===== config.mk =====
export PLATFORM = sky130hd
export DESIGN_NAME = z80fi_insn_monitor_flat
export DESIGN_NICKNAME = d
export VERILOG_FILES = /design/src/rtl/z80fi_insn_monitor_if.sv /design/src/rtl/z80fi_insn_monitor.sv /design/src/flat_wrapper.sv
export SDC_FILE = /design/constraint.sdc
export NUM_CORES = 1
export LEC_CHECK = 0
export ABC_AREA = 1
export CAP_MARGIN = 20
export CORE_MARGIN = 8
export CORE_UTILIZATION = 34
export DETAILED_ROUTE_END_ITERATION = 10
export MAX_ROUTING_LAYER = met4
export PLACE_DENSITY = 0.57
export SYNTH_ARGS = -nofsm -noshare
export SYNTH_HDL_FRONTEND = slang
export SYNTH_SLANG_ARGS = --single-unit

===== constraint.sdc =====
create_clock -name clk -period 7.2 [get_ports clk]
set_input_delay 1.08 -clock clk [delete_from_list [all_inputs] [get_ports clk]]
set_output_delay 1.08 -clock clk [all_outputs]
set_load 0.01 [all_outputs]

===== src/rtl/z80fi_insn_monitor_if.sv =====
// Core-side observation signals and the z80fi packet produced from them.
// master drives the core strobes/registers; slave is the monitor.
interface z80fi_insn_monitor_if #(
  parameter int unsigned MAX_LEN = 4
);
  localparam int unsigned INSN_W = 8 * MAX_LEN;
  localparam int unsigned LEN_W  = $clog2(MAX_LEN + 1);

  logic              insn_start;
  logic              fetch_valid;
  logic [7:0]        fetch_byte;
  logic              retire;
  logic [7:0]        reg_a;
  logic [7:0]        reg_f;
  logic [7:0]        reg_i;
  logic [7:0]        reg_r;
  logic [15:0]       reg_ip;
  logic              iff1;
  logic              iff2;

  logic              z80fi_valid;
  logic [INSN_W-1:0] z80fi_insn;
  logic [LEN_W-1:0]  z80fi_insn_len;
  logic [7:0]        z80fi_reg_a_in;
  logic [7:0]        z80fi_reg_a_out;
  logic [7:0]        z80fi_reg_f_in;
  logic [7:0]        z80fi_reg_f_out;
  logic [7:0]        z80fi_reg_i_in;
  logic [7:0]        z80fi_reg_i_out;
  logic [7:0]        z80fi_reg_r_in;
  logic [7:0]        z80fi_reg_r_out;
  logic [15:0]       z80fi_reg_ip_in;
  logic [15:0]       z80fi_reg_ip_out;
  logic              z80fi_iff1_in;
  logic              z80fi_iff1_out;
  logic              z80fi_iff2_in;
  logic              z80fi_iff2_out;
  logic              z80fi_error;

  modport master (
    output insn_start, fetch_valid, fetch_byte, retire,
    output reg_a, reg_f, reg_i, reg_r, reg_ip, iff1, iff2,
    input  z80fi_valid, z80fi_insn, z80fi_insn_len,
    input  z80fi_reg_a_in, z80fi_reg_a_out, z80fi_reg_f_in, z80fi_reg_f_out,
    input  z80fi_reg_i_in, z80fi_reg_i_out, z80fi_reg_r_in, z80fi_reg_r_out,
    input  z80fi_reg_ip_in, z80fi_reg_ip_out,
    input  z80fi_iff1_in, z80fi_iff1_out, z80fi_iff2_in, z80fi_iff2_out,
    input  z80fi_error
  );

  modport slave (
    input  insn_start, fetch_valid, fetch_byte, retire,
    input  reg_a, reg_f, reg_i, reg_r, reg_ip, iff1, iff2,
    output z80fi_valid, z80fi_insn, z80fi_insn_len,
    output z80fi_reg_a_in, z80fi_reg_a_out, z80fi_reg_f_in, z80fi_reg_f_out,
    output z80fi_reg_i_in, z80fi_reg_i_out, z80fi_reg_r_in, z80fi_reg_r_out,
    output z80fi_reg_ip_in, z80fi_reg_ip_out,
    output z80fi_iff1_in, z80fi_iff1_out, z80fi_iff2_in, z80fi_iff2_out,
    output z80fi_error
  );
endinterface


===== src/rtl/z80fi_insn_monitor.sv =====
// Assembles one z80fi packet per retired instruction from fetch/retire strobes.
// Collect buffer is separate from the packet registers so packets hold while the next one builds.
module z80fi_insn_monitor #(
  parameter int unsigned MAX_LEN = 4
) (
  input  logic                  clk,
  input  logic                  reset,
  z80fi_insn_monitor_if.slave   bus
);
  localparam int unsigned INSN_W = 8 * MAX_LEN;
  localparam int unsigned CNT_W  = $clog2(MAX_LEN + 1);
  localparam int unsigned SNAP_W = 50;

  typedef enum logic {S_IDLE, S_COLLECT} state_t;

  state_t              state_q, state_d;
  logic [CNT_W-1:0]    cnt_q, cnt_d;
  logic [INSN_W-1:0]   buf_q, buf_d;
  logic [SNAP_W-1:0]   snap_q, snap_d;
  logic                valid_q, valid_d;
  logic [INSN_W-1:0]   insn_q, insn_d;
  logic [CNT_W-1:0]    len_q, len_d;
  logic [SNAP_W-1:0]   pin_q, pin_d;
  logic [SNAP_W-1:0]   pout_q, pout_d;
  logic                err_q, err_d;

  logic [SNAP_W-1:0]   live_c;
  logic [INSN_W-1:0]   app_buf_c;
  logic [CNT_W-1:0]    app_cnt_c;
  logic                app_ovf_c;

  assign live_c = {bus.reg_a, bus.reg_f, bus.reg_i, bus.reg_r, bus.reg_ip, bus.iff1, bus.iff2};

  // Buffer contents once this cycle's fetch byte (if any) is appended
  always_comb begin
    app_buf_c = buf_q;
    app_cnt_c = cnt_q;
    app_ovf_c = 1'b0;
    if (bus.fetch_valid) begin
      if (cnt_q == CNT_W'(MAX_LEN)) begin
        app_ovf_c = 1'b1;
      end else begin
        for (int unsigned i = 0; i < MAX_LEN; i++) begin
          if (cnt_q == CNT_W'(i)) app_buf_c[8*i +: 8] = bus.fetch_byte;
        end
        app_cnt_c = cnt_q + CNT_W'(1);
      end
    end
  end

  always_comb begin
    state_d = state_q;
    cnt_d   = cnt_q;
    buf_d   = buf_q;
    snap_d  = snap_q;
    valid_d = 1'b0;
    insn_d  = insn_q;
    len_d   = len_q;
    pin_d   = pin_q;
    pout_d  = pout_q;
    err_d   = err_q;

    case (state_q)
      S_IDLE: begin
        if (bus.retire) err_d = 1'b1;
      end
      S_COLLECT: begin
        if (bus.retire) begin
          valid_d = 1'b1;
          pin_d   = snap_q;
          pout_d  = live_c;
          state_d = S_IDLE;
          // A coincident insn_start owns this cycle's fetch byte
          if (bus.insn_start) begin
            insn_d = buf_q;
            len_d  = cnt_q;
            if (cnt_q == '0) err_d = 1'b1;
          end else begin
            insn_d = app_buf_c;
            len_d  = app_cnt_c;
            if (app_ovf_c || app_cnt_c == '0) err_d = 1'b1;
          end
        end else if (bus.insn_start) begin
          err_d = 1'b1;
        end else begin
          buf_d = app_buf_c;
          cnt_d = app_cnt_c;
          if (app_ovf_c) err_d = 1'b1;
        end
      end
      default: state_d = S_IDLE;
    endcase

    if (bus.insn_start) begin
      state_d     = S_COLLECT;
      snap_d      = live_c;
      buf_d       = '0;
      buf_d[7:0]  = bus.fetch_valid ? bus.fetch_byte : 8'h00;
      cnt_d       = bus.fetch_valid ? CNT_W'(1) : CNT_W'(0);
    end
  end

  always_ff @(posedge clk or posedge reset) begin
    if (reset) begin
      state_q <= S_IDLE;
      cnt_q   <= '0;
      buf_q   <= '0;
      snap_q  <= '0;
      valid_q <= 1'b0;
      insn_q  <= '0;
      len_q   <= '0;
      pin_q   <= '0;
      pout_q  <= '0;
      err_q   <= 1'b0;
    end else begin
      state_q <= state_d;
      cnt_q   <= cnt_d;
      buf_q   <= buf_d;
      snap_q  <= snap_d;
      valid_q <= valid_d;
      insn_q  <= insn_d;
      len_q   <= len_d;
      pin_q   <= pin_d;
      pout_q  <= pout_d;
      err_q   <= err_d;
    end
  end

  assign bus.z80fi_valid      = valid_q;
  assign bus.z80fi_insn       = insn_q;
  assign bus.z80fi_insn_len   = len_q;
  assign bus.z80fi_error      = err_q;
  assign bus.z80fi_reg_a_in   = pin_q[49:42];
  assign bus.z80fi_reg_f_in   = pin_q[41:34];
  assign bus.z80fi_reg_i_in   = pin_q[33:26];
  assign bus.z80fi_reg_r_in   = pin_q[25:18];
  assign bus.z80fi_reg_ip_in  = pin_q[17:2];
  assign bus.z80fi_iff1_in    = pin_q[1];
  assign bus.z80fi_iff2_in    = pin_q[0];
  assign bus.z80fi_reg_a_out  = pout_q[49:42];
  assign bus.z80fi_reg_f_out  = pout_q[41:34];
  assign bus.z80fi_reg_i_out  = pout_q[33:26];
  assign bus.z80fi_reg_r_out  = pout_q[25:18];
  assign bus.z80fi_reg_ip_out = pout_q[17:2];
  assign bus.z80fi_iff1_out   = pout_q[1];
  assign bus.z80fi_iff2_out   = pout_q[0];
endmodule

===== src/flat_wrapper.sv =====
// flat-port wrapper written by rule: the top's interface ports become plain ports
module z80fi_insn_monitor_flat 
#(
  parameter int unsigned MAX_LEN = 4
)
  (clk, reset, bus_insn_start, bus_fetch_valid, bus_fetch_byte, bus_retire, bus_reg_a, bus_reg_f, bus_reg_i, bus_reg_r, bus_reg_ip, bus_iff1, bus_iff2, bus_z80fi_valid, bus_z80fi_insn, bus_z80fi_insn_len, bus_z80fi_reg_a_in, bus_z80fi_reg_a_out, bus_z80fi_reg_f_in, bus_z80fi_reg_f_out, bus_z80fi_reg_i_in, bus_z80fi_reg_i_out, bus_z80fi_reg_r_in, bus_z80fi_reg_r_out, bus_z80fi_reg_ip_in, bus_z80fi_reg_ip_out, bus_z80fi_iff1_in, bus_z80fi_iff1_out, bus_z80fi_iff2_in, bus_z80fi_iff2_out, bus_z80fi_error);
  z80fi_insn_monitor_if #(.MAX_LEN(MAX_LEN)) bus_i ();
  input  logic clk;
  input  logic reset;
  input wire logic [$bits(bus_i.insn_start)-1:0] bus_insn_start;
  input wire logic [$bits(bus_i.fetch_valid)-1:0] bus_fetch_valid;
  input wire logic [$bits(bus_i.fetch_byte)-1:0] bus_fetch_byte;
  input wire logic [$bits(bus_i.retire)-1:0] bus_retire;
  input wire logic [$bits(bus_i.reg_a)-1:0] bus_reg_a;
  input wire logic [$bits(bus_i.reg_f)-1:0] bus_reg_f;
  input wire logic [$bits(bus_i.reg_i)-1:0] bus_reg_i;
  input wire logic [$bits(bus_i.reg_r)-1:0] bus_reg_r;
  input wire logic [$bits(bus_i.reg_ip)-1:0] bus_reg_ip;
  input wire logic [$bits(bus_i.iff1)-1:0] bus_iff1;
  input wire logic [$bits(bus_i.iff2)-1:0] bus_iff2;
  output wire logic [$bits(bus_i.z80fi_valid)-1:0] bus_z80fi_valid;
  output wire logic [$bits(bus_i.z80fi_insn)-1:0] bus_z80fi_insn;
  output wire logic [$bits(bus_i.z80fi_insn_len)-1:0] bus_z80fi_insn_len;
  output wire logic [$bits(bus_i.z80fi_reg_a_in)-1:0] bus_z80fi_reg_a_in;
  output wire logic [$bits(bus_i.z80fi_reg_a_out)-1:0] bus_z80fi_reg_a_out;
  output wire logic [$bits(bus_i.z80fi_reg_f_in)-1:0] bus_z80fi_reg_f_in;
  output wire logic [$bits(bus_i.z80fi_reg_f_out)-1:0] bus_z80fi_reg_f_out;
  output wire logic [$bits(bus_i.z80fi_reg_i_in)-1:0] bus_z80fi_reg_i_in;
  output wire logic [$bits(bus_i.z80fi_reg_i_out)-1:0] bus_z80fi_reg_i_out;
  output wire logic [$bits(bus_i.z80fi_reg_r_in)-1:0] bus_z80fi_reg_r_in;
  output wire logic [$bits(bus_i.z80fi_reg_r_out)-1:0] bus_z80fi_reg_r_out;
  output wire logic [$bits(bus_i.z80fi_reg_ip_in)-1:0] bus_z80fi_reg_ip_in;
  output wire logic [$bits(bus_i.z80fi_reg_ip_out)-1:0] bus_z80fi_reg_ip_out;
  output wire logic [$bits(bus_i.z80fi_iff1_in)-1:0] bus_z80fi_iff1_in;
  output wire logic [$bits(bus_i.z80fi_iff1_out)-1:0] bus_z80fi_iff1_out;
  output wire logic [$bits(bus_i.z80fi_iff2_in)-1:0] bus_z80fi_iff2_in;
  output wire logic [$bits(bus_i.z80fi_iff2_out)-1:0] bus_z80fi_iff2_out;
  output wire logic [$bits(bus_i.z80fi_error)-1:0] bus_z80fi_error;
  assign bus_i.insn_start = bus_insn_start;
  assign bus_i.fetch_valid = bus_fetch_valid;
  assign bus_i.fetch_byte = bus_fetch_byte;
  assign bus_i.retire = bus_retire;
  assign bus_i.reg_a = bus_reg_a;
  assign bus_i.reg_f = bus_reg_f;
  assign bus_i.reg_i = bus_reg_i;
  assign bus_i.reg_r = bus_reg_r;
  assign bus_i.reg_ip = bus_reg_ip;
  assign bus_i.iff1 = bus_iff1;
  assign bus_i.iff2 = bus_iff2;
  assign bus_z80fi_valid = bus_i.z80fi_valid;
  assign bus_z80fi_insn = bus_i.z80fi_insn;
  assign bus_z80fi_insn_len = bus_i.z80fi_insn_len;
  assign bus_z80fi_reg_a_in = bus_i.z80fi_reg_a_in;
  assign bus_z80fi_reg_a_out = bus_i.z80fi_reg_a_out;
  assign bus_z80fi_reg_f_in = bus_i.z80fi_reg_f_in;
  assign bus_z80fi_reg_f_out = bus_i.z80fi_reg_f_out;
  assign bus_z80fi_reg_i_in = bus_i.z80fi_reg_i_in;
  assign bus_z80fi_reg_i_out = bus_i.z80fi_reg_i_out;
  assign bus_z80fi_reg_r_in = bus_i.z80fi_reg_r_in;
  assign bus_z80fi_reg_r_out = bus_i.z80fi_reg_r_out;
  assign bus_z80fi_reg_ip_in = bus_i.z80fi_reg_ip_in;
  assign bus_z80fi_reg_ip_out = bus_i.z80fi_reg_ip_out;
  assign bus_z80fi_iff1_in = bus_i.z80fi_iff1_in;
  assign bus_z80fi_iff1_out = bus_i.z80fi_iff1_out;
  assign bus_z80fi_iff2_in = bus_i.z80fi_iff2_in;
  assign bus_z80fi_iff2_out = bus_i.z80fi_iff2_out;
  assign bus_z80fi_error = bus_i.z80fi_error;
  z80fi_insn_monitor #(.MAX_LEN(MAX_LEN)) u_core (.clk(clk), .reset(reset), .bus(bus_i));
endmodule

Yosys cells after proc, flatten, opt, wreduce, memory -nomap -nowiden
Index checks and enable logic that the tools add are counted.
{ "totals": {"ff_bits": 223, "in_bits": 63, "wordCells": 61} }
{ "classes": {"add_sub_neg": 1, "n_eq_ne": 9, "n_mux": 33, "bitwise_logic": 1, "n_reduce_logical": 7} }
{ "op_table": {"columns": ["operator", "n"], "rows": [
  ["32-bit two-way mux", 6],
  ["8-bit two-way mux", 5],
  ["3-bit two-way mux", 6],
  ["1-bit two-way mux", 15],
  ["4-bit inequality test (second input constant)", 3],
  ["3-bit by 2-bit == test with 1-bit output (second input constant)", 2],
  ["3-bit zero test", 2],
  ["2-bit inequality test (second input constant)", 2],
  ["2-bit AND reduction", 2],
  ["4-bit AND reduction", 1],
  ["3-bit by 1-bit adder with 3-bit output (second input constant)", 1],
  ["3-bit by 1-bit == test with 1-bit output (second input constant)", 1],
  ["3-bit == test (second input constant)", 1],
  ["1-bit case mux with 2 select lines", 1],
  ["2-bit nonzero test", 1],
  ["1-bit logical OR", 1],
  ["1-bit inverter", 1]
]} }

Depth between registers and ports, before layout
Gate-level depths: netlist of the first run.
{ "depth": {"ltp_word": 9, "ltp_mapped": 10} }

Least setup slack after synthesis of the first run
No wires, ideal clock.
{ "synth_timing": {"path_kind": "in2reg", "startpoint": "input port bus_insn_start", "endpoint": "register u_core.buf_q[2]", "t_arrival_ns": 1.856, "setup_slack_ns": 5.267, "cell_stages": 6, "path_buffers": 3, "path_cell_list": "buf_4 buf_4 buf_4 a21oi_1 o21ai_0 a21oi_1"} }
{ "synth_between": {"elab_chain_len": 2, "elab_cells_between_ends": 4} }
{ "synth_rtl": {"columns": ["element", "line_no", "text"], "rows": [
  ["from (decl)", "flat_wrapper.sv:10", "input wire logic [$bits(bus_i.insn_start)-1:0] bus_insn_start;"],
  ["2-bit inequality test (no source line) / 2-bit nonzero test (equally long branches)", null, null],
  ["2-bit AND reduction (no source line)", null, null],
  ["to (signal assigned)", "z80fi_insn_monitor.sv:118", "buf_q <= buf_d;"],
  ["to (decl)", "z80fi_insn_monitor.sv:18", "logic [INSN_W-1:0] buf_q, buf_d;"]
]} }
Several ways; a longest one is shown, not always the timed one.
A chain may end at the register's enable or synchronous reset.

Worst setup path after layout of the first run
{ "layout_timing": {"startpoint": "input port bus_retire", "endpoint": "register u_core.insn_q[6] (netlist: u_core.bus.z80fi_insn[6])"} }
{ "layout_between": {"elab_chain_len": 1} }
{ "layout_rtl": {"columns": ["element", "line_no", "text"], "rows": [
  ["from (decl)", "flat_wrapper.sv:13", "input wire logic [$bits(bus_i.retire)-1:0] bus_retire;"],
  ["2-bit AND reduction (no source line)", null, null],
  ["to (signal assigned)", "z80fi_insn_monitor.sv:121", "insn_q <= insn_d;"],
  ["to (decl)", "z80fi_insn_monitor.sv:21", "logic [INSN_W-1:0] insn_q, insn_d;"]
]} }
No other way between the ends.

==> summary.txt, run 1 <==
Status
  • Status: finished clean

Setup path
  • Data required, critical path: 7620 ps
  • Critical Path AT: 3760 ps
  • Critical Path End Type: flip-flop
  • Reg-to-reg endpoint: u_core.bus.z80fi_insn[6]$_DFFE_PP0P_
  • Critical path type: in2reg
  • FF-to-FF Start: u_core.state_q$_DFF_PP0_
  • Worst Reg-to-Reg Cells: 5
  • Slowest cell on crit path: inv_2
  • Reg2reg setup slack: 4560 ps
  • Critical-path maximum fanout: 100
  • CP peak stage delay: 800 ps
  • Cells along the critical path: clkdlybuf4s50_1 -> nand2_8 -> inv_2 -> buf_4 -> nor2_1 -> a21oi_1
  • Worst setup SP type: input port

GRT
  • Total Routing Usage GR: 16.19%
  • Initial antenna violation count: 0
  • Largest net degree at the start of global routing: 101
  • GR Overflow Total: 0
  • First-pass GRT wire length: 42330 um
  • Vias in the first global route: 7350

Synthesis
  • Post-synth top cells: nand2_1, dfrtp_1, o21ai_0
  • Distinct cells, synth: 22
  • Xor/xnor cell area share of the yosys netlist: 0%
  • Cells after Synth: 1028
  • Leading area contributor after synthesis: dfrtp_1
  • #FFs+latches synth: 223
  • Largest cells by area after synthesis: dfrtp_1, nand2_1, o21ai_0, a21oi_1, inv_1
  • Adder-cell share of the synthesized area: 0.6840%
  • Synth warn: 0
  • Sequential area share after synthesis: 61.01%
  • Syn avg cell area: 8.897 sq um
  • Ys async rst share: 100.0%
  • Largest family of logic cells by synthesized area: simple AND/OR/NAND/NOR gates
  • Post-synth EDFFs: 0
  • Post-synthesis mux area share: 0%
  • Post-Syn Area: 9146 sq um
  • Compound-Gate Fraction of Synth Area: 14.68%
  • Commonest register cell after synthesis: dfrtp_1
  • Simple-gate share of the synthesized area: 16.21%
  • Net count after synthesis: 1096
  • Yosys top cell area share: 61.01%
  • Top-count cell post-synth: nand2_1

Power and ir drop
  • Sequential share of power: 42.7%
  • Switch share: 26.61%
  • Internal Pwr Total: 0.002587 W
  • NetSw: 0.0009384 W
  • VDD IR max: 0.0001498 V
  • Clock network power share: 38.6%
  • Power density cells: 288.3 nW/um^2
  • Logic pwr share: 18.7%
  • Leak: 5.683 nW

Hold path
  • Hold Crit Depth: 2
  • HP Class: reg2reg
  • Hold_sp: u_core.bus.z80fi_error$_DFFE_PP0P_
  • Min-Delay Endpoint: u_core.bus.z80fi_error$_DFFE_PP0P_

Layout
  • Final Net Count: 1269
  • Layout area overhead: 33.73%
  • Number of diodes: 0
  • Share of cells above drive strength 1: 5.168%
  • Fill cells: 2551

Place
  • Placed wire-length estimate: 16880 um
  • # port buffers: 199
  • GP Congestion: 0.7920
  • Post-place setup slack: 3300 ps

Clocking
  • CTS tree: done
  • Setup bufs post-CTS: 0
  • Post-CTS sizing: 0
  • H-tree levels: 1
  • Quantity of hold-fixing buffers added after cts: 0
  • Clock Sink Count: 223
  • Root Driver: clkbuf_16
  • Clock latency on the worst-skew pair: 510 ps
  • Clk pin slew, worst setup/hold paths: 60 ps
  • Inserted Clock Buffers: 25
  • CTS Buffer Depth: 3

Detailed routing
  • Drc violations: 0
  • Post-route antenna net violation count: 0
  • Routed wire per std cell: 16.48 um
  • First-pass detailed-route iteration total: 5
  • Final wirelength: 25710 um
  • Vias/cell: 4.704
  • DR vias: 7339
  • DRT iter0 DRCs: 604

STA
  • Final Skew: 25.83 ps
  • Max Slew Vio Count: 0
  • Endpoints failing setup: 0
  • Hold Vio Cnt, Final: 0
  • F_max: 299.5 MHz
  • Setup TNS: 0 ps
  • Worst-margin pin slew: 971.5 ps
  • RSZ-0062 raised after global routing: false
  • Min Tclk post-route: 3339 ps
  • Worst hold slack: 464.2 ps
  • Worst setup margin: 3861 ps
  • Fin crit share: 46.37%
  • Max_slew headroom: 35.23%

Floorplan
  • IO Pins: 200
  • Core Rows: 60
  • Die Span X: 180.0 um
  • Die Y: 180.0 um
  • Core ar.: 26650 sq um
  • Initial Utilization: 34.32%
  • DIE AREA: 32410 sq um

Job
  • Max-cap viol count: 0
-- stage by stage --
step                      instance area, sq um  std cells  total power (W)  utilization (%)
after floorplan                           9146       1028         0.001818                -
after global placement                   11340       1515         0.002184            42.54
after detailed placement                 11340       1515         0.002195            42.54
after CTS                                12230       1560         0.003578            45.90
after global routing                     12230       1560         0.003709            45.90
final                                    12230       1560         0.003526            45.90
-- cell families after synthesis --
group                    after synthesis
AO/OA/AOI/OAI                        263
adder cells (fa/ha/maj)                5
buffers and inverters                162
flip-flops                           223
AND/OR/NAND/NOR                      375
-- power by group through the flow --
stage	Sequential (W)	Clock, W	Combinational (W)
CTS	0.00151	0.00140	0.000672
global route	0.00153	0.00145	0.000732
global placement	0.00153	0	0.000659
finish	0.00150	0.00136	0.000659
floorplan	0.00157	0	0.000253
detailed placement	0.00153	0	0.000668
-- layer usage --
layer  up-vias  wire (um)  GRT usage, %
met1      3470      12670         22.75
met3        37       1386         3.105
li1       3599          -             -
met4         0        518         4.134
met5         -          0             -
met2       233      11140         23.73
-- layout by cell type (no fill, tap or decap), types with 4 or more instances in the layout --
cell	Yosys	layout
clkbuf_16	0	25
ha_1	5	5
inv_1	101	100
bufinv_16	0	4
clkbuf_8	0	8
clkinv_2	0	4
o21ai_0	144	144
o21ai_1	8	8
buf_4	4	7
nand2_1	310	310
nor2_1	45	45
a21oi_1	106	106
nand3_1	14	14
dfrtp_1	223	223
clkdlybuf4s50_1	0	198
-- state kept, by name (all words and copies together), names as in the netlist --
name,cells
u_core.pin_q,50
u_core.pout_q,50
u_core.snap_q,50
u_core.buf_q,32
u_core.bus.z80fi_insn,32
u_core.bus.z80fi_insn_len,3
u_core.cnt_q,3
u_core.bus.z80fi_error,1
u_core.bus.z80fi_valid,1
u_core.state_q,1
-- worst max-delay path: cells and delay by family --
family          cells  cell delay [ps]
simple gates        2              440
compound gates      1              140
buf+inv             3             2000
-- worst max-delay path by stage --
stage	endpoint	from	slack, ps
floorplan	u_core.buf_q[0]$_DFFE_PP0P_	reset	10
global placement	u_core.bus.z80fi_insn[29]$_DFFE_PP0P_	bus_retire	3390
detailed placement	u_core.bus.z80fi_insn[18]$_DFFE_PP0P_	bus_retire	3300
CTS	u_core.bus.z80fi_insn[6]$_DFFE_PP0P_	bus_retire	3850
global route	u_core.bus.z80fi_insn[3]$_DFFE_PP0P_	bus_retire	3650
finish	u_core.bus.z80fi_insn[6]$_DFFE_PP0P_	bus_retire	3860
-- final cells by class --
| cell class | count | area [sq um] | area share, % |
|---|---|---|---|
| Clock buffer | 36 | 747.0 | 6.107 |
| Multi-Input combinational cell | 643 | 2902 | 23.72 |
| Clock inverter | 9 | 147.6 | 1.207 |
| Inverter | 103 | 394.1 | 3.222 |
| Tap cell | 341 | 426.7 | 3.488 |
| Sequential cell | 223 | 5580 | 45.62 |
| Timing Repair Buffer | 205 | 2034 | 16.63 |
Power figures use the tool's default switching activity.
==> run 2: changes to the inputs <==
--- a/config.mk
+++ b/config.mk
@@ -11,7 +11,7 @@
 export CORE_UTILIZATION = 34
 export DETAILED_ROUTE_END_ITERATION = 10
 export MAX_ROUTING_LAYER = met4
-export PLACE_DENSITY = 0.57
+export PLACE_DENSITY = 0.54
 export SYNTH_ARGS = -nofsm -noshare
 export SYNTH_HDL_FRONTEND = slang
 export SYNTH_SLANG_ARGS = --single-unit
==> constraint.sdc (replaced) <==
create_clock -name clk -period 3.19 [get_ports clk]
set_input_delay 0.4785 -clock clk [delete_from_list [all_inputs] [get_ports clk]]
set_output_delay 0.4785 -clock clk [all_outputs]
set_load 0.01 [all_outputs]
==> summary.txt, run 2 (synthesized netlist as in run 1, its figures left out) <==
Setup path
  • Reg2reg setup slack: 1270 ps
  • WP depth: 1
  • Critical Path End Type: output pin
  • Critical-path maximum fanout: 2
  • Reg-to-reg endpoint: u_core.buf_q[28]$_DFFE_PP0P_
  • FF-to-FF Start: u_core.cnt_q[0]$_DFFE_PP0P_
  • Cells along the critical path: clkdlybuf4s50_1
  • Crit-path leading delay family: buffers and inverters
  • CP bufs+invs: 1
  • Critical Path AT: 1480 ps
  • CP peak stage delay: 620 ps
  • Worst setup SP type: flip-flop
  • Data required, critical path: 2710 ps
  • Critical path type: reg2out
  • Slowest cell on crit path: clkdlybuf4s50_1
  • Worst Reg-to-Reg Cells: 8

STA
  • Min Tclk post-route: 1956 ps
  • Max Slew Vio Count: 0
  • Worst setup margin: 1234 ps
  • RSZ-0062 raised after global routing: false
  • Endpoints failing setup: 0
  • Worst-margin pin slew: 762.7 ps
  • Hold Vio Cnt, Final: 0
  • Max_slew headroom: 49.15%
  • Final Skew: 11.04 ps
  • Fin crit share: 61.32%
  • F_max: 511.2 MHz
  • Worst hold slack: 468.2 ps

Floorplan
  • Core ar.: 26650 sq um
  • DIE AREA: 32410 sq um
  • Die Y: 180.0 um
  • Core Rows: 60
  • Initial Utilization: 34.32%
  • IO Pins: 200
  • Die Span X: 180.0 um

Job
  • Max-cap viol count: 0

Status
  • Status: finished clean

Layout
  • Layout area overhead: 33.87%
  • Fill cells: 2562
  • Final Net Count: 1271
  • Most frequent cells in the layout: nand2_1, dfrtp_1, clkdlybuf4s50_1
  • Most common cell after layout, fill and taps aside: nand2_1
  • Number of diodes: 0
  • Fin area: 12240 sq um
  • Share of cells above drive strength 1: 5.324%
  • Largest regs: u_core.pin_q (50), u_core.pout_q (50), u_core.snap_q (50)
  • Final Util: 45.94%
  • Post-route insts no fill: 1562

GRT
  • Met1 Usage GRT: 22.21%
  • First-pass GRT wire length: 41060 um
  • Global Route met2 Usage: 23.93%
  • Initial antenna violation count: 0
  • GR Overflow Total: 0
  • Met3 usage: 2.762%
  • Top Usage Layer GRT: met2
  • Largest net degree at the start of global routing: 126
  • Vias in the first global route: 7141
  • Total Routing Usage GR: 15.82%

Place
  • Dpl cell area: 11410 sq um
  • DP Cell Count: 1517
  • GP Congestion: 0.7852
  • Placed wire-length estimate: 16320 um
  • # port buffers: 199
  • Post-place setup slack: 810.7 ps

Detailed routing
  • Drc violations: 0
  • DRT iter0 DRCs: 584
  • Final wirelength: 25190 um
  • Routed wire per std cell: 16.13 um
  • Post-route antenna net violation count: 0
  • First-pass detailed-route iteration total: 4
  • Vias/cell: 4.627
  • DR vias: 7228

Clocking
  • Setup bufs post-CTS: 0
  • Root Driver: clkbuf_16
  • Post-CTS sizing: 0
  • Quantity of hold-fixing buffers added after cts: 0
  • Inserted Clock Buffers: 25
  • Clock latency on the worst-skew pair: 510 ps
  • Clk pin slew, worst setup/hold paths: 70 ps
  • Clock Sink Count: 223
  • CTS tree: done
  • H-tree levels: 1
  • CTS Buffer Depth: 3

Power and ir drop
  • Power density cells: 633.4 nW/um^2
  • VDD IR max: 0.0003365 V
  • Leak: 5.686 nW

Hold path
  • HP Class: in2async
==> run 2: worst max path at each step <==
stage	start	slack (ps)	to
3_3_place_gp	bus_retire	870	u_core.buf_q[3]$_DFFE_PP0P_
3_5_place_dp	bus_retire	810	u_core.buf_q[23]$_DFFE_PP0P_
2_1_floorplan	reset	-200	u_core.buf_q[0]$_DFFE_PP0P_
4_1_cts	u_core.pin_q[24]$_DFFE_PP0P_	1210	bus_z80fi_reg_r_in[6]
6_report	u_core.pin_q[24]$_DFFE_PP0P_	1230	bus_z80fi_reg_r_in[6]
5_1_grt	u_core.cnt_q[0]$_DFFE_PP0P_	1050	u_core.buf_q[28]$_DFFE_PP0P_
==> run 2: final cells by class <==
type	instances	area, sq um	share of cell area, %
clock buffer	37	760.7	6.213
timing repair buffer	207	2112	17.25
tap	341	426.7	3.485
sequential	223	5580	45.58
multi-input combinational	643	2902	23.70
clock inverter	8	72.57	0.5927
inverter	103	390.4	3.188
==> run 2: layer usage <==
layer  share of wire (%)  routed length, um
met1                  49              12290
met2                  44              11190
met3                 5.4               1359
met4                 1.4                350
met5                   0                  0
==> run 2: worst register-to-register path: cells and delay by family (launching register included) <==
kind | cells | cell delay [ps]
flip-flops | 1 | 420
AND/OR/NAND/NOR | 4 | 580
adder cells (fa/ha/maj) | 1 | 270
AO/OA/AOI/OAI | 1 | 100
buffers and inverters | 2 | 420
==> run 2: metrics by stage <==
stage                     setup TNS (ps)  total power (W)
final                                  0         0.007756
after global routing                   0         0.008170
after CTS                              0         0.007876
after detailed placement               0         0.004960
after global placement                 0         0.004943
after floorplan                   -44270         0.004104
==> run 2: power by group <==
part           switching [W]  leakage [nW]  total, W  internal, W
Combinational       0.000778          2.51   0.00150     0.000721
Sequential          0.000192          2.76   0.00338      0.00319
Clock                0.00115         0.418   0.00288      0.00173
Total                0.00212          5.69   0.00776      0.00564
==> run 3: changes to the inputs <==
==> constraint.sdc (replaced) <==
create_clock -name clk -period 1.97 [get_ports clk]
set_input_delay 0.2955 -clock clk [delete_from_list [all_inputs] [get_ports clk]]
set_output_delay 0.2955 -clock clk [all_outputs]
set_load 0.01 [all_outputs]
==> summary.txt, run 3 (synthesized netlist as in run 1, its figures left out) <==
STA
  • Final Skew: 19.45 ps
  • Min Tclk post-route: 1800 ps
  • Setup TNS: 0 ps
  • Hold Vio Cnt, Final: 0
  • Max_slew headroom: 72.82%
  • Max Slew Vio Count: 0
  • Worst-margin pin slew: 407.6 ps
  • F_max: 555.5 MHz
  • RSZ-0062 raised after global routing: false
  • Endpoints failing setup: 0
  • Fin crit share: 91.38%

Place
  • Placed wire-length estimate: 17420 um
  • # port buffers: 199
  • DP Cell Count: 1538
  • GP Congestion: 0.7821
  • Dpl cell area: 11710 sq um

Clocking
  • CTS tree: done
  • Quantity of hold-fixing buffers added after cts: 0
  • Post-CTS sizing: 0
  • H-tree levels: 1
  • Inserted Clock Buffers: 25
  • Clk pin slew, worst setup/hold paths: 60 ps
  • Setup bufs post-CTS: 0
  • CTS Buffer Depth: 3
  • Root Driver: clkbuf_16
  • Clock latency on the worst-skew pair: 510 ps
  • Clock Sink Count: 223

Floorplan
  • Core ar.: 26650 sq um
  • Core Rows: 60
  • IO Pins: 200
  • Initial Utilization: 34.32%
  • DIE AREA: 32410 sq um
  • Die Span X: 180.0 um
  • Die Y: 180.0 um

Layout
  • Layout area overhead: 36.58%
  • Most frequent cells in the layout: nand2_1, dfrtp_1, clkdlybuf4s50_1
  • Number of diodes: 0
  • Most common cell after layout, fill and taps aside: nand2_1
  • Post-route insts no fill: 1581
  • Share of cells above drive strength 1: 6.452%
  • Final Net Count: 1292
  • Largest regs: u_core.pin_q (50), u_core.pout_q (50), u_core.snap_q (50)
  • Fin area: 12490 sq um

Detailed routing
  • Post-route antenna net violation count: 0
  • Final wirelength: 25470 um
  • Drc violations: 0
  • Routed wire per std cell: 16.11 um
  • DRT iter0 DRCs: 578
  • First-pass detailed-route iteration total: 5
  • Vias/cell: 4.615
  • DR vias: 7296

GRT
  • Initial antenna violation count: 0
  • Vias in the first global route: 7210
  • GR Overflow Total: 0
  • Total Routing Usage GR: 15.97%
  • First-pass GRT wire length: 41450 um
  • Largest net degree at the start of global routing: 81

Setup path
  • Critical Path End Type: output pin
  • Crit-path leading delay family: buffers and inverters
  • Slowest cell on crit path: clkdlybuf4s50_1
  • CP peak stage delay: 570 ps
  • Cells along the critical path: clkdlybuf4s50_1
  • Critical Path AT: 1500 ps
  • Data required, critical path: 1670 ps
  • CP bufs+invs: 1
  • Critical-path maximum fanout: 2
  • Critical path type: reg2out
  • Worst setup SP type: flip-flop

Status
  • Status: finished clean

Hold path
  • HP Class: in2async

Power and ir drop
  • Power density cells: 1001 nW/um^2
  • Leak: 5.805 nW
  • VDD IR max: 0.0004919 V

Job
  • Max-cap viol count: 0
run 3: layout make-up:
class | instances | area [sq um]
Clock buffer | 35 | 693.2
Sequential cell | 223 | 5580
Multi-Input combinational cell | 643 | 2902
Fill cell | 2567 | 14160
Inverter | 103 | 390.4
Tap cell | 341 | 426.7
Clock inverter | 8 | 92.59
Timing Repair Buffer | 228 | 2407
run 3: worst paths after layout:
| kind | end | cells after the start | slack (ps) | startpoint |
|---|---|---|---|---|
| min in group clk | u_core.bus.z80fi_insn_len[0]$_DFFE_PP0P_ | 3 | 320 | bus_insn_start |
| max | bus_z80fi_insn_len[2] | 1 | 170 | u_core.bus.z80fi_insn_len[2]$_DFFE_PP0P_ |
| max in group asynchronous | u_core.pout_q[29]$_DFFE_PP0P_ | 4 | 1270 | reset |
| min reg2reg | u_core.bus.z80fi_error$_DFFE_PP0P_ | 2 | 470 | u_core.bus.z80fi_error$_DFFE_PP0P_ |
| max reg2reg | u_core.buf_q[31]$_DFFE_PP0P_ | 8 | 320 | u_core.cnt_q[1]$_DFFE_PP0P_ |
| min | u_core.buf_q[28]$_DFFE_PP0P_ | 3 | 260 | reset |
run 3: per-stage QoR:
stage / hold WS [ps] / power [W] / setup slack, ps / utilization, %
2_1_floorplan: 405.1 / 0.006646 / -1236 / -
3_3_place_gp: 462.3 / 0.008088 / 201.4 / 43.92
3_5_place_dp: 464.9 / 0.008125 / 120.1 / 43.92
4_1_cts: 245.6 / 0.01270 / 156.0 / 46.87
5_1_grt: 281.3 / 0.01318 / 115.0 / 46.87
6_report: 257.9 / 0.01251 / 169.8 / 46.87
run 3: per-layer routing:
| metal | vias to the layer above | track usage, % | share of wire, % |
|---|---|---|---|
| li1 | 3651 | - | - |
| met1 | 3440 | 22.60 | 49 |
| met2 | 175 | 24.02 | 45 |
| met3 | 30 | 2.661 | 4.4 |
| met4 | 0 | 3.042 | 1.3 |
| met5 | - | - | 0 |
run 3: where the power goes:
group	internal [W]	total, W	switching, W	leakage, nW
clock network	0.00270	0.00450	0.00180	0.386
registers	0.00516	0.00549	0.000326	2.76
logic	0.00124	0.00252	0.00128	2.66
